File: src/rtl/oldland_bus_arbiter.sv
// Round-robin arbiter sharing the external memory bus between the fetch and data ports.
// A per-transaction watchdog turns an unanswered bus cycle into an error on the owning port.
module oldland_bus_arbiter #(
   parameter int unsigned TIMEOUT_CYCLES = 255
) (
   input  logic        clk,
   input  logic        rst,
   input  logic        i_access,
   input  logic [31:0] i_addr,
   output logic [31:0] i_data,
   output logic        i_ack,
   output logic        i_error,
   input  logic        d_access,
   input  logic [31:0] d_addr,
   input  logic        d_wr_en,
   input  logic [31:0] d_wr_val,
   input  logic [3:0]  d_bytesel,
   output logic [31:0] d_data,
   output logic        d_ack,
   output logic        d_error,
   output logic        m_access,
   output logic [31:0] m_addr,
   output logic        m_wr_en,
   output logic [31:0] m_wr_val,
   output logic [3:0]  m_bytesel,
   input  logic [31:0] m_data,
   input  logic        m_ack,
   input  logic        m_error
);

   typedef enum logic [1:0] {
      ST_IDLE    = 2'd0,
      ST_GRANT_I = 2'd1,
      ST_GRANT_D = 2'd2
   } state_t;

   localparam logic [15:0] TIMEOUT_LIMIT = 16'(TIMEOUT_CYCLES);

   state_t      state_r;
   state_t      state_next_s;
   logic        last_grant_r;
   logic [15:0] cnt_r;
   logic        granted_s;
   logic        timeout_s;
   logic        done_s;

   // Watchdog only fires when the slave has said nothing this cycle, so ack/error take priority.
   always_comb begin
      granted_s = (state_r == ST_GRANT_I) || (state_r == ST_GRANT_D);
      timeout_s = granted_s && (cnt_r == TIMEOUT_LIMIT) && !m_ack && !m_error;
      done_s    = granted_s && (m_ack || m_error || timeout_s);
   end

   // State register.
   always_ff @(posedge clk or posedge rst) begin
      if (rst) begin
         state_r <= ST_IDLE;
      end else begin
         state_r <= state_next_s;
      end
   end

   // Next-state: contended requests go to the port that did not win last time.
   always_comb begin
      state_next_s = state_r;
      case (state_r)
         ST_IDLE: begin
            if (i_access && d_access) begin
               state_next_s = last_grant_r ? ST_GRANT_I : ST_GRANT_D;
            end else if (i_access) begin
               state_next_s = ST_GRANT_I;
            end else if (d_access) begin
               state_next_s = ST_GRANT_D;
            end else begin
               state_next_s = ST_IDLE;
            end
         end
         ST_GRANT_I, ST_GRANT_D: begin
            if (done_s) begin
               state_next_s = ST_IDLE;
            end else begin
               state_next_s = state_r;
            end
         end
         default: state_next_s = ST_IDLE;
      endcase
   end

   // Bus request registers, grant history and watchdog counter.
   always_ff @(posedge clk or posedge rst) begin
      if (rst) begin
         m_access     <= 1'b0;
         m_addr       <= 32'h0000_0000;
         m_wr_en      <= 1'b0;
         m_wr_val     <= 32'h0000_0000;
         m_bytesel    <= 4'h0;
         last_grant_r <= 1'b1;
         cnt_r        <= 16'h0000;
      end else begin
         case (state_r)
            ST_IDLE: begin
               if (state_next_s == ST_GRANT_I) begin
                  m_access     <= 1'b1;
                  m_addr       <= i_addr;
                  m_wr_en      <= 1'b0;
                  m_wr_val     <= 32'h0000_0000;
                  m_bytesel    <= 4'hF;
                  last_grant_r <= 1'b0;
                  cnt_r        <= 16'h0000;
               end else if (state_next_s == ST_GRANT_D) begin
                  m_access     <= 1'b1;
                  m_addr       <= d_addr;
                  m_wr_en      <= d_wr_en;
                  m_wr_val     <= d_wr_val;
                  m_bytesel    <= d_bytesel;
                  last_grant_r <= 1'b1;
                  cnt_r        <= 16'h0000;
               end
            end
            ST_GRANT_I, ST_GRANT_D: begin
               if (done_s) begin
                  m_access <= 1'b0;
                  m_wr_en  <= 1'b0;
               end else if (cnt_r != 16'hFFFF) begin
                  cnt_r <= cnt_r + 16'd1;
               end
            end
            default: begin
               m_access <= 1'b0;
               m_wr_en  <= 1'b0;
            end
         endcase
      end
   end

   // Completion and read data are routed straight from the slave to the owning port only.
   always_comb begin
      i_ack   = 1'b0;
      i_error = 1'b0;
      i_data  = 32'h0000_0000;
      d_ack   = 1'b0;
      d_error = 1'b0;
      d_data  = 32'h0000_0000;
      case (state_r)
         ST_GRANT_I: begin
            i_ack   = m_ack;
            i_error = (!m_ack && m_error) || timeout_s;
            i_data  = m_data;
         end
         ST_GRANT_D: begin
            d_ack   = m_ack;
            d_error = (!m_ack && m_error) || timeout_s;
            d_data  = m_data;
         end
         default: begin
            i_ack = 1'b0;
            d_ack = 1'b0;
         end
      endcase
   end

endmodule

File: config.mk
export PLATFORM = sky130hd
export DESIGN_NAME = oldland_bus_arbiter
export DESIGN_NICKNAME = d
export VERILOG_FILES = /design/src/rtl/oldland_bus_arbiter.sv
export SDC_FILE = /design/constraint.sdc
export NUM_CORES = 1
export LEC_CHECK = 0
export CAP_MARGIN = 20
export CORE_AREA = 2 2 107 109
export DETAILED_ROUTE_END_ITERATION = 7
export DIE_AREA = 0 0 109 111
export DONT_BUFFER_PORTS = 1
export PLACE_DENSITY_LB_ADDON = 0.15
export REMOVE_ABC_BUFFERS = 1
export SLEW_MARGIN = 20
export SYNTH_ARGS = -nofsm -noshare
export SYNTH_HDL_FRONTEND = slang
export SYNTH_SLANG_ARGS = --single-unit
File: constraint.sdc
create_clock -name clk -period 3.7 [get_ports clk]
set_input_delay 0.185 -clock clk [delete_from_list [all_inputs] [get_ports clk]]
set_output_delay 0.185 -clock clk [all_outputs]
set_load 0.02 [all_outputs]
== After elaboration in Yosys (flattened, before gate mapping) ==
Index checks and enable logic that the tools add are counted.
Word-level totals
  word-level logic and storage cells: 69
  bits in registers: 89
  output and inout bits: 138
Operators by class
  equal/unequal tests: 10
  reductions and logical operators: 19
  add/subtract/negate cells: 1
  mux-type cells: 31
Operator list (number)
  two-way mux 32 bit: 6
  two-way mux 16 bit: 4
  one-hot mux 16 bit (2 select lines): 1
  adder 16 x 1 -> 16 bit, second input constant: 1
  == test 16 x 8 -> 1 bit, second input constant: 1
  inequality test 16 bit, second input constant: 1
  two-way mux 1 bit: 10
  two-way mux 2 bit: 5
  two-way mux 4 bit: 2
  logical AND 1 bit: 6
  inequality test 2 bit, second input constant: 3
  == test 2 x 1 -> 1 bit, second input constant: 2
  == test 2 bit, second input constant: 2
  logical OR 1 bit: 4
  one-hot mux 1 bit (2 select lines): 2
  one-hot mux 2 bit (2 select lines): 1
  AND reduction 2 bit: 2
  AND reduction 4 bit: 1
  nonzero test 2 bit: 2
  inequality test 3 bit, second input constant: 1
  logical NOT 1 bit: 2
  logical NOT 2 bit: 1
  OR reduction 2 bit: 1

== Longest topological paths before layout ==
Gate-level depths: netlist (run 1).
  depth in word-level cells: 13
  mapped depth: 14
  depth with buffers taken out: 11

== Worst setup path before layout (run 1) ==
No wires, ideal clock.
  path kind: reg2reg
  from: reg cnt_r[8]
  to: reg last_grant_r
  required time: 3.620 ns
  arrival time: 2.992 ns
  library setup time: 0.080 ns
  path slack: 0.629 ns
  stages on the path, launching flop included: 14
  buffers on the path: 4
  cell sequence: dfrtp_1 -> or4_1 -> nor2_4 -> a21oi_1 -> buf_2 -> a32oi_1 -> nor2_1 -> ha_1 -> nand2b_1 -> clkbuf_1 -> clkbuf_1 -> clkbuf_1 -> nand2_1 -> o21ai_0
Between the ends
  longest elaborated chain between the ends: 11
  elaborated cells on any way between the ends: 13
  those cells by class: eq/ne (3); mux (3); reduce/logical (7)
RTL lines
  start, declared: RTL line 42  | logic [15:0] cnt_r;
  start signal, assigned: RTL line 125  | cnt_r <= cnt_r + 16'd1;
  == test 16 x 8 -> 1 bit (*): RTL line 50  | timeout_s = granted_s && (cnt_r == TIMEOUT_LIMIT) && !m_ack && !m_error;
  logical AND 1 bit (*) (3 in series): RTL line 50
  logical OR 1 bit (*): RTL line 51  | done_s = granted_s && (m_ack || m_error || timeout_s);
  logical AND 1 bit (*): RTL line 51
  two-way mux 2 bit (*): RTL line 79  | if (done_s) begin
  one-hot mux 2 bit (2 select lines) (*): RTL line 66  | case (state_r)
  named net state_next_s[0]: RTL line 40  | state_t state_next_s;
  == test 2 x 1 -> 1 bit or == test 2 bit (tied branches): RTL line 102, 110
  nonzero test 2 bit (no line)
  AND reduction 2 bit (no line)
  end signal, assigned: RTL line 97  | last_grant_r <= 1'b1;
  end signal, assigned: RTL line 108  | last_grant_r <= 1'b0;
  end signal, assigned: RTL line 116  | last_grant_r <= 1'b1;
  end, declared: RTL line 41  | logic last_grant_r;
The timed path passes the listed nets; every way through them passes the cells marked *.
A chain may end at the register's enable or synchronous reset.

== Worst setup path in the final report (run 1) ==
  from: reg cnt_r[1]
  to: reg cnt_r[4]
Between the ends
  longest elaborated chain between the ends: 11
  elaborated cells on any way between the ends: 20
  those cells by class: add/sub (1); eq/ne (7); mux (6); reduce/logical (6)
RTL lines (RTL line)
  == test 16 x 8 -> 1 bit (*): 50
  logical AND 1 bit (*) (3 in series): 50
  logical OR 1 bit (*): 51
  logical AND 1 bit (*): 51
  two-way mux 2 bit (*): 79
  one-hot mux 2 bit (2 select lines) (*): 66
  named net state_next_s[0]: 40
  == test 2 x 1 -> 1 bit or == test 2 bit (tied branches): 102, 110
  inequality test 3 bit (no line) or two-way mux 16 bit (tied branches)
  AND reduction 4 bit (no line) or one-hot mux 16 bit (2 select lines) (tied branches)
The timed path passes the listed nets; every way through them passes the cells marked *. The select of a mux whose other input is x is not followed.

==> results of run 1 <==
-- logic make-up (layout without fill, tap and decap cells) --
logic type	after synthesis	count (layout)	share of synthesized area
flops	89	89	0.481
simple gates	230	230	0.258
xor+xnor	1	1	0.00189
buf+inv	39	50	0.0341
mux	33	33	0.0716
compound gates	109	109	0.137
fa+ha+maj	6	6	0.0162
-- where the power goes --
part / switching [mW] / total [mW] / internal [mW]
Combinational: 1.34 / 2.04 / 0.703
Clock: 0.363 / 0.904 / 0.541
Sequential: 0.730 / 2.11 / 1.38
Total: 2.43 / 5.05 / 2.62
-- what timing repair did --
item,CTS,global route
hold endpoints to repair,69,0
endpoints found under the setup margin,0,0
hold buffers,21,0
-- state kept, by name, summed over array words and instances (netlist names) --
register and flops:
m_addr 32, m_access 1, m_wr_en 1, last_grant_r 1
state_r 2, m_bytesel 4, cnt_r 16, m_wr_val 32
-- stage by stage --
stage	hold WS (ns)	total power, mW	TNS (ns)	instance area (um^2)	instances
after global routing	0.0175	5.49	0	5260	661
after global placement	0.279	4.12	0	4760	624
after floorplan	0.327	3.65	-73.00	4490	474
final	0.00763	5.05	0	5260	661
after detailed placement	0.287	4.20	0	4760	624
after CTS	0.000621	5.13	0	5260	661
-- worst paths after layout --
path                                end  slack (ns)  cells after the start
min                        m_wr_val[19]       0.008                      2
max in group asynchronous  m_wr_val[17]        2.18                      3
min reg2reg                last_grant_r        0.50                      2
min in group asynchronous    m_addr[16]        0.48                      2
max                            cnt_r[4]        0.50                     12
max reg2reg                    cnt_r[4]        0.50                     12
-- area by class of cell --
cell class,instances,share of cell area
clock inverter,3,0.00761
tap,143,0.0340
clock buffer,13,0.0476
sequential,89,0.423
inverter,6,0.00452
timing repair buffer,28,0.0547
multi-input combinational,379,0.428
-- layer usage --
layer	part of all wire	global-route usage	vias to the layer above	wire length [um]
li1	-	-	1728	-
met2	0.54	0.367	177	6370
met4	0.012	0.0744	0	142
met1	0.37	0.217	1689	4390
met3	0.071	0.0447	11	829
met5	0	0	-	0
-- critical path, delay by kind of cell, from the launching register on --
family	cells	cell delay, ns
AO/OA/AOI/OAI	4	0.78
adder cells (fa/ha/maj)	2	0.53
buffers and inverters	1	0.29
flip-flops	1	0.41
AND/OR/NAND/NOR	5	1.12
-- placed cells by master, fill, tap and decap left out, types with 2 or more instances in the layout --
master          n
dfrtp_1        88
nand2_1        82
o21ai_0        72
and2_1         69
nand2b_1       33
mux2i_1        32
dlygate4sd3_1  21
nor2_1         17
a21oi_1        12
clkbuf_16       9
nand4_1         7
nand3_1         6
inv_1           5
o21ai_1         5
ha_1            5
buf_4           5
nor3_1          3
a41oi_1         3
and3_1          3
a221o_1         3
clkinv_2        3
clkbuf_1        3
nor4_1          2
a22o_1          2
a31oi_1         2
buf_12          2
==> impl_metrics.toml, run 1 <==
[synth]
ys.flop_type = "dfrtp_1"
synth_area_leaders = "dfrtp_1 (48%), and2_1 (9.3%), o21ai_0 (7.8%)"
synth_edf_count = 0
ys_seq_elements = 89
netlist_top_cells_count = "dfrtp_1 (88), nand2_1 (82), o21ai_0 (72), and2_1 (69), nand2b_1 (34)"
synth.yosys.seq_area_share = 0.481
synth_area_um2 = 4630
yosysMostFrequentCell = "dfrtp_1"
yosysWarnings = 0
synth_top_cell_by_area = "dfrtp_1"
synth.avg_cell_area_um2 = 9.13
synth.top_cell.area_share = 0.476
synth_async_sr_flop_share = 1.00
synthCells = 507
yosysUniqueCellTypes = 43

[timing]
final-setup-viol-count = 0
finalWorstSetupSlack_ns = 0.498
drv_slew = 0
min_period_over_period = 0.866
final_hold_viol_count = 0
period_needed_ns = 3.20
relSlewSlack = 0.388
rsz0062_at_grt = "false"
tightest_slew_ns = 0.918
final.setup_skew_ns = 0.00862
fmax_mhz = 312

[setup_path]
setup.worst_path.start = "cnt_r[1]"
cp.required_ns = 3.98
cp-start-kind = "flip-flop"
crit_top_cell = "nor2_1"
end_kind = "flip-flop"
criticalPathCategory = "reg -> reg"
critPathArrivalTime_ns = 3.48
timing.rr.start = "cnt_r[1]"
crit_fanout = 20
cpPeakStageDelay_ns = 0.43
cp_slowest_cell = "nor2_1"
crit_chain = "ha_1, nand3_1, nor2_1, a21oi_1, a32oi_1, nor2_1, ha_2, and2_1, a2111oi_2, buf_4, nor3b_1, a211o_1"

[clocking]
root_buffer = "clkbuf_16"
h-tree-depth = 3
post_cts_resized = 0
cts_tree = "yes"
cts_buffers = 9
cts_buffer_depth = 2
cts_sinks = 89
cts.reportedPaths.clkPinSlew_ns = 0.07
postCtsSetupBuffers = 0
clk_latency_ns = 0.33

[die]
rows = 39
ioPinCount = 277
die_h_um = 111
die_area_um2 = 12100
die_w_um = 109
core_region_area_um2 = 11100
start_util = 0.418

[final_layout]
final_nets = 658
multi_input_area_um2 = 2250
drive_gt1_frac = 0.0579
final-seq-area_um2 = 2230
utilization = 0.475
fill_cells = 1057
diodes = 0
area_growth_pct = 13.7

[routing]
wl_per_cell_um = 17.7
ant_nets = 0
vias = 3605
drt_iter0_drc = 188
dr.pass1.iters = 4
drt_wl_total_um = 11700
drc_errors = 0
via_per_inst = 5.45

[placement]
globalplace.congestion = 0.818
pre_cts_ws_ns = 0.564
hpwl_um = 8790
place.port_buffers = 0

[global_routing]
globalRouteTotalUtil = 0.199
grt_antenna_before_repair = 0
grt_pass1_vias = 3654
grt_pass1_wl_um = 18700
grt_start_max_net_pins = 81
overflow = 0

[power]
vdd.ir_drop.worst_mv = 0.580
leakage_nw = 2.33
power_density_nw_per_um2 = 960

[min_path]
hold_path_class = "in -> reg"
hold_start = "d_wr_val[19]"

[outcome]
status = "finished clean"

[flow_run]
maxCapViolCount = 0
(Power assumes the default switching activity.)
==> inputs of run 2 (changes only) <==
==> constraint.sdc (replaced) <==
create_clock -name clk -period 4.02 [get_ports clk]
set_input_delay 0.201 -clock clk [delete_from_list [all_inputs] [get_ports clk]]
set_output_delay 0.201 -clock clk [all_outputs]
set_load 0.02 [all_outputs]
==> run 2 against run 1 <==
Effect of this change:
- non-clock buffer count fell by 20
- utilization decreased by 1.3 points
- flip-flop and latch count unchanged
- combinational power decreased by 11%
- cell area decreased by 2.7%
- maximum frequency fell by 1.7%
- count of clock-buffer cells in the layout down 3
==> impl_metrics.toml, run 2 (synthesis results as in run 1) <==
[outcome]
status = "finished clean"

[final_layout]
layout_commonest_cell = "dfrtp_1"
layout_common_cells = "dfrtp_1 (88), nand2_1 (82), o21ai_0 (72), and2_1 (69), nand2b_1 (33)"
final_nets = 638
reg_top3 = "m_addr: 32 flops, m_wr_val: 32 flops, cnt_r: 16 flops"
diodes = 0
drive_gt1_frac = 0.0622
area_growth_pct = 10.6
final_area_um2 = 5120

[routing]
via_per_inst = 5.41
drc_errors = 0
wl_per_cell_um = 17.7
drt_iter0_drc = 125
vias = 3468
drt_wl_total_um = 11400
dr.pass1.iters = 4
ant_nets = 0

[timing]
fmax_mhz = 307
final-setup-viol-count = 0
drv_slew = 0
tightest_slew_ns = 0.943
final_hold_viol_count = 0
rsz0062_at_grt = "false"
min_period_over_period = 0.810
final.setup_skew_ns = 0.0117
period_needed_ns = 3.26
relSlewSlack = 0.371

[power]
power_density_nw_per_um2 = 924
vdd.ir_drop.worst_mv = 0.435
leakage_nw = 2.26
power_mw = 4.73

[die]
ioPinCount = 277
start_util = 0.418
die_h_um = 111
die_area_um2 = 12100
rows = 39
die_w_um = 109
core_region_area_um2 = 11100

[global_routing]
grt_pass1_vias = 3316
met2_usage = 0.340
grt_start_max_net_pins = 65
gr-usage-met1 = 0.212
grt_busiest_layer = "met2"
globalRouteTotalUtil = 0.189
grt_antenna_before_repair = 0
grt_pass1_wl_um = 17600
grt_use_met3 = 0.0564
overflow = 0

[clocking]
postCtsSetupBuffers = 0
clk_latency_ns = 0.34
cts_buffers = 9
h-tree-depth = 3
cts.reportedPaths.clkPinSlew_ns = 0.07
cts_buffer_depth = 2
cts_sinks = 89
cts_tree = "yes"
root_buffer = "clkbuf_16"

[placement]
globalplace.congestion = 0.829
hpwl_um = 8560
place.port_buffers = 0
placed_area_um2 = 4750

[setup_path]
cp-start-kind = "flip-flop"
r2r_cells = 13
r2r_end = "cnt_r[10]"
regToRegSetupSlack_ns = 0.76
criticalPathCategory = "reg -> reg"
crit_fanout = 20
cp.required_ns = 4.28
critPathArrivalTime_ns = 3.51
end_kind = "flip-flop"
timing.rr.start = "cnt_r[1]"

[min_path]
hold_path_class = "in -> reg"
holdPathEnd = "m_wr_val[19]"
hold_start = "d_wr_val[19]"
hold_depth = 2

[flow_run]
maxCapViolCount = 0
[run 2: critical path, stage by stage, from the launching register on]
cell and delay, ns:
dfrtp_1 0.42, ha_1 0.23, nand3_1 0.21, nor2_1 0.39, a21oi_1 0.12, buf_4 0.19
a32oi_1 0.16, nor2_1 0.08, ha_2 0.30, and2_1 0.19, a2111oi_2 0.27, buf_4 0.29
a41oi_1 0.17, a21oi_1 0.15
[run 2: layout make-up]
type	instances	area [um^2]
fill	1061	5960
multi-input combinational	379	2250
sequential	89	2230
clock buffer	10	229
tap	143	179
clock inverter	6	115
timing repair buffer	8	90.1
inverter	6	23.8
[run 2: repair_timing]
item | 4_1_cts | 5_1_grt
endpoints found under the hold margin | 56 | 0
gates resized for setup | 0 | 0
hold buffers | 2 | 0
[run 2: worst max-delay path by stage]
stage | start | endpoint | cells after the start
after floorplan | cnt_r[0] | m_addr[0] | 9
after global placement | cnt_r[0] | cnt_r[4] | 13
after global routing | cnt_r[1] | cnt_r[3] | 13
after CTS | cnt_r[1] | cnt_r[4] | 13
after detailed placement | cnt_r[0] | cnt_r[4] | 13
final | cnt_r[1] | cnt_r[10] | 13
[run 2: metal layers]
| layer | part of all wire | vias to the layer above |
|---|---|---|
| li1 | - | 1692 |
| met4 | 0.015 | 0 |
| met2 | 0.54 | 202 |
| met1 | 0.36 | 1558 |
| met3 | 0.087 | 16 |
| met5 | 0 | - |
[run 2: through the flow]
step	hold WS, ns	setup TNS (ns)	util	setup WS [ns]	instances
2_1_floorplan	0.343	-50.60	-	-0.728	474
3_3_place_gp	0.325	0	0.429	0.925	623
3_5_place_dp	0.327	0	0.429	0.799	623
4_1_cts	0.00118	0	0.462	0.774	641
5_1_grt	0.00697	0	0.462	0.345	641
6_report	0.00778	0	0.462	0.763	641
[run 2: power breakdown]
part	total [mW]	switching (mW)	internal, mW
combinational	1.82	1.20	0.628
sequential	1.94	0.672	1.27
clock	0.964	0.353	0.611
total	4.73	2.22	2.51
==> inputs of run 3 (changes only) <==
==> constraint.sdc (replaced) <==
create_clock -name clk -period 2.9 [get_ports clk]
set_input_delay 0.145 -clock clk [delete_from_list [all_inputs] [get_ports clk]]
set_output_delay 0.145 -clock clk [all_outputs]
set_load 0.02 [all_outputs]
==> run 3 against run 2 <==
Effect of this change:
- sequential power is 38% higher
- routed wire length increased by 5.2%
- die area is the same
- cell area increased by 10%
- combinational power increased by 49%
- first-iteration DRC count up 23%
- global-route usage grew 1.2 points
- setup slack worse by 0.69 ns
- highest routed layer unchanged
==> impl_metrics.toml, run 3 (synthesis results as in run 1) <==
[timing]
rsz0062_at_grt = "true"
final-setup-viol-count = 0
timing.setup.tns_ns = 0
drv_slew = 0
relSlewSlack = 0.490
final_hold_viol_count = 0
tightest_slew_ns = 0.765
fmax_mhz = 354
min_period_over_period = 0.974
period_needed_ns = 2.82
final.setup_skew_ns = 0.00523

[setup_path]
r2r_end = "cnt_r[13]"
setup.worst_path.start = "cnt_r[8]"
crit_fanout = 5
cp_slowest_cell = "or4_4"
regToRegSetupSlack_ns = 0.08
critPathCapture = "cnt_r[13]"
critPathArrivalTime_ns = 3.08
worst-path-buf-inv = 1
timing.rr.start = "cnt_r[8]"
cp.depth = 11
cp-start-kind = "flip-flop"
cp.required_ns = 3.16
cpPeakStageDelay_ns = 0.56
cp_top_family = "simple AND/OR/NAND/NOR gates"
end_kind = "flip-flop"
criticalPathCategory = "reg -> reg"
crit_chain = "or4_4, nor2_4, a21oi_2, a32oi_1, nor2_1, ha_2, and2_4, a2111oi_4, buf_4, a41oi_1, a21oi_1"
r2r_cells = 11

[global_routing]
grt_start_max_net_pins = 71
globalRouteTotalUtil = 0.201
grt_pass1_wl_um = 18900
grt_pass1_vias = 3699
overflow = 0
grt_antenna_before_repair = 0

[die]
die_h_um = 111
ioPinCount = 277
die_w_um = 109
core_region_area_um2 = 11100
die_area_um2 = 12100
start_util = 0.418
rows = 39

[min_path]
hold_start = "d_addr[10]"
hold_path_class = "in -> reg"

[clocking]
cts_buffers = 9
clk_latency_ns = 0.34
h-tree-depth = 3
cts.reportedPaths.clkPinSlew_ns = 0.06
cts_tree = "yes"
cts_sinks = 89
root_buffer = "clkbuf_16"
cts_buffer_depth = 2

[routing]
dr.pass1.iters = 4
drc_errors = 0
wl_per_cell_um = 17.2
via_per_inst = 5.40
drt_wl_total_um = 12000
vias = 3749
drt_iter0_drc = 154
ant_nets = 0

[final_layout]
diodes = 0
drive_gt1_frac = 0.0980
final_nets = 691
fill_cells = 1068
layout_common_cells = "dfrtp_1 (88), nand2_1 (82), o21ai_0 (72), and2_1 (68), dlygate4sd3_1 (38)"
area_growth_pct = 21.6
reg_top3 = "m_addr: 32 flops, m_wr_val: 32 flops, cnt_r: 16 flops"
layout_commonest_cell = "dfrtp_1"

[flow_run]
maxCapViolCount = 0

[placement]
hpwl_um = 8570
place.port_buffers = 0
globalplace.congestion = 0.775

[outcome]
status = "finished clean"

[power]
power_mw = 6.59
power_density_nw_per_um2 = 1170
leakage_nw = 2.49
vdd.ir_drop.worst_mv = 0.615
-- run 3: cell types whose count changed in the layout (fill, tap and decap cells not counted), sizes merged --
cell	before	now
buf	6	23
bufinv	3	1
clkbuf	10	12
clkinv	2	3
dlygate4sd3	2	38
inv	6	5
-- run 3: report_power, final --
part / internal [mW] / switching (mW)
sequential: 1.76 / 0.922
clock: 0.715 / 0.471
combinational: 0.986 / 1.73
total: 3.46 / 3.13
-- run 3: layer usage --
layer | track usage | up-vias | wire length, um
met5 | 0 | - | 0
met4 | 0.0726 | 0 | 128
met3 | 0.0400 | 10 | 893
met2 | 0.370 | 189 | 6590
met1 | 0.224 | 1754 | 4360
li1 | - | 1796 | -
-- run 3: worst min path at each step --
| stage | end | cells past startpoint |
|---|---|---|
| after floorplan | m_wr_en | 2 |
| after global placement | m_addr[2] | 1 |
| after detailed placement | m_addr[16] | 1 |
| after CTS | m_addr[10] | 2 |
| after global routing | m_addr[11] | 2 |
| final | m_addr[10] | 2 |
-- run 3: stage by stage --
stage	instances	utilization	hold WS (ns)	setup slack, ns	instance area [um^2]
after floorplan	474	-	0.287	-1.85	4490
after global placement	636	0.440	0.130	0.0768	4880
after detailed placement	636	0.440	0.123	-0.00494	4880
after CTS	690	0.503	0.00428	0.00478	5570
after global routing	694	0.508	0.00950	-0.0851	5630
final	694	0.508	0.00800	0.0768	5630
-- run 3: area by class of cell --
cell class | count | area, um^2 | area share
clock buffers | 12 | 256 | 0.0455
clock inverters | 4 | 51.3 | 0.00911
inverters | 6 | 23.8 | 0.00422
multi-input cells | 379 | 2290 | 0.407
flip-flops and latches | 89 | 2230 | 0.396
well taps | 143 | 179 | 0.0318
repair buffers | 61 | 601 | 0.107
-- run 3: what timing repair did --
item                                    in CTS  in global routing
hold buffers                                38                  0
setup buffers                                0                  2
cloned                                       0                  2
endpoints found under the hold margin       72                  0
pin swaps                                    0                  8
endpoints found under the setup margin       1                 16
resized for setup                            1                 11
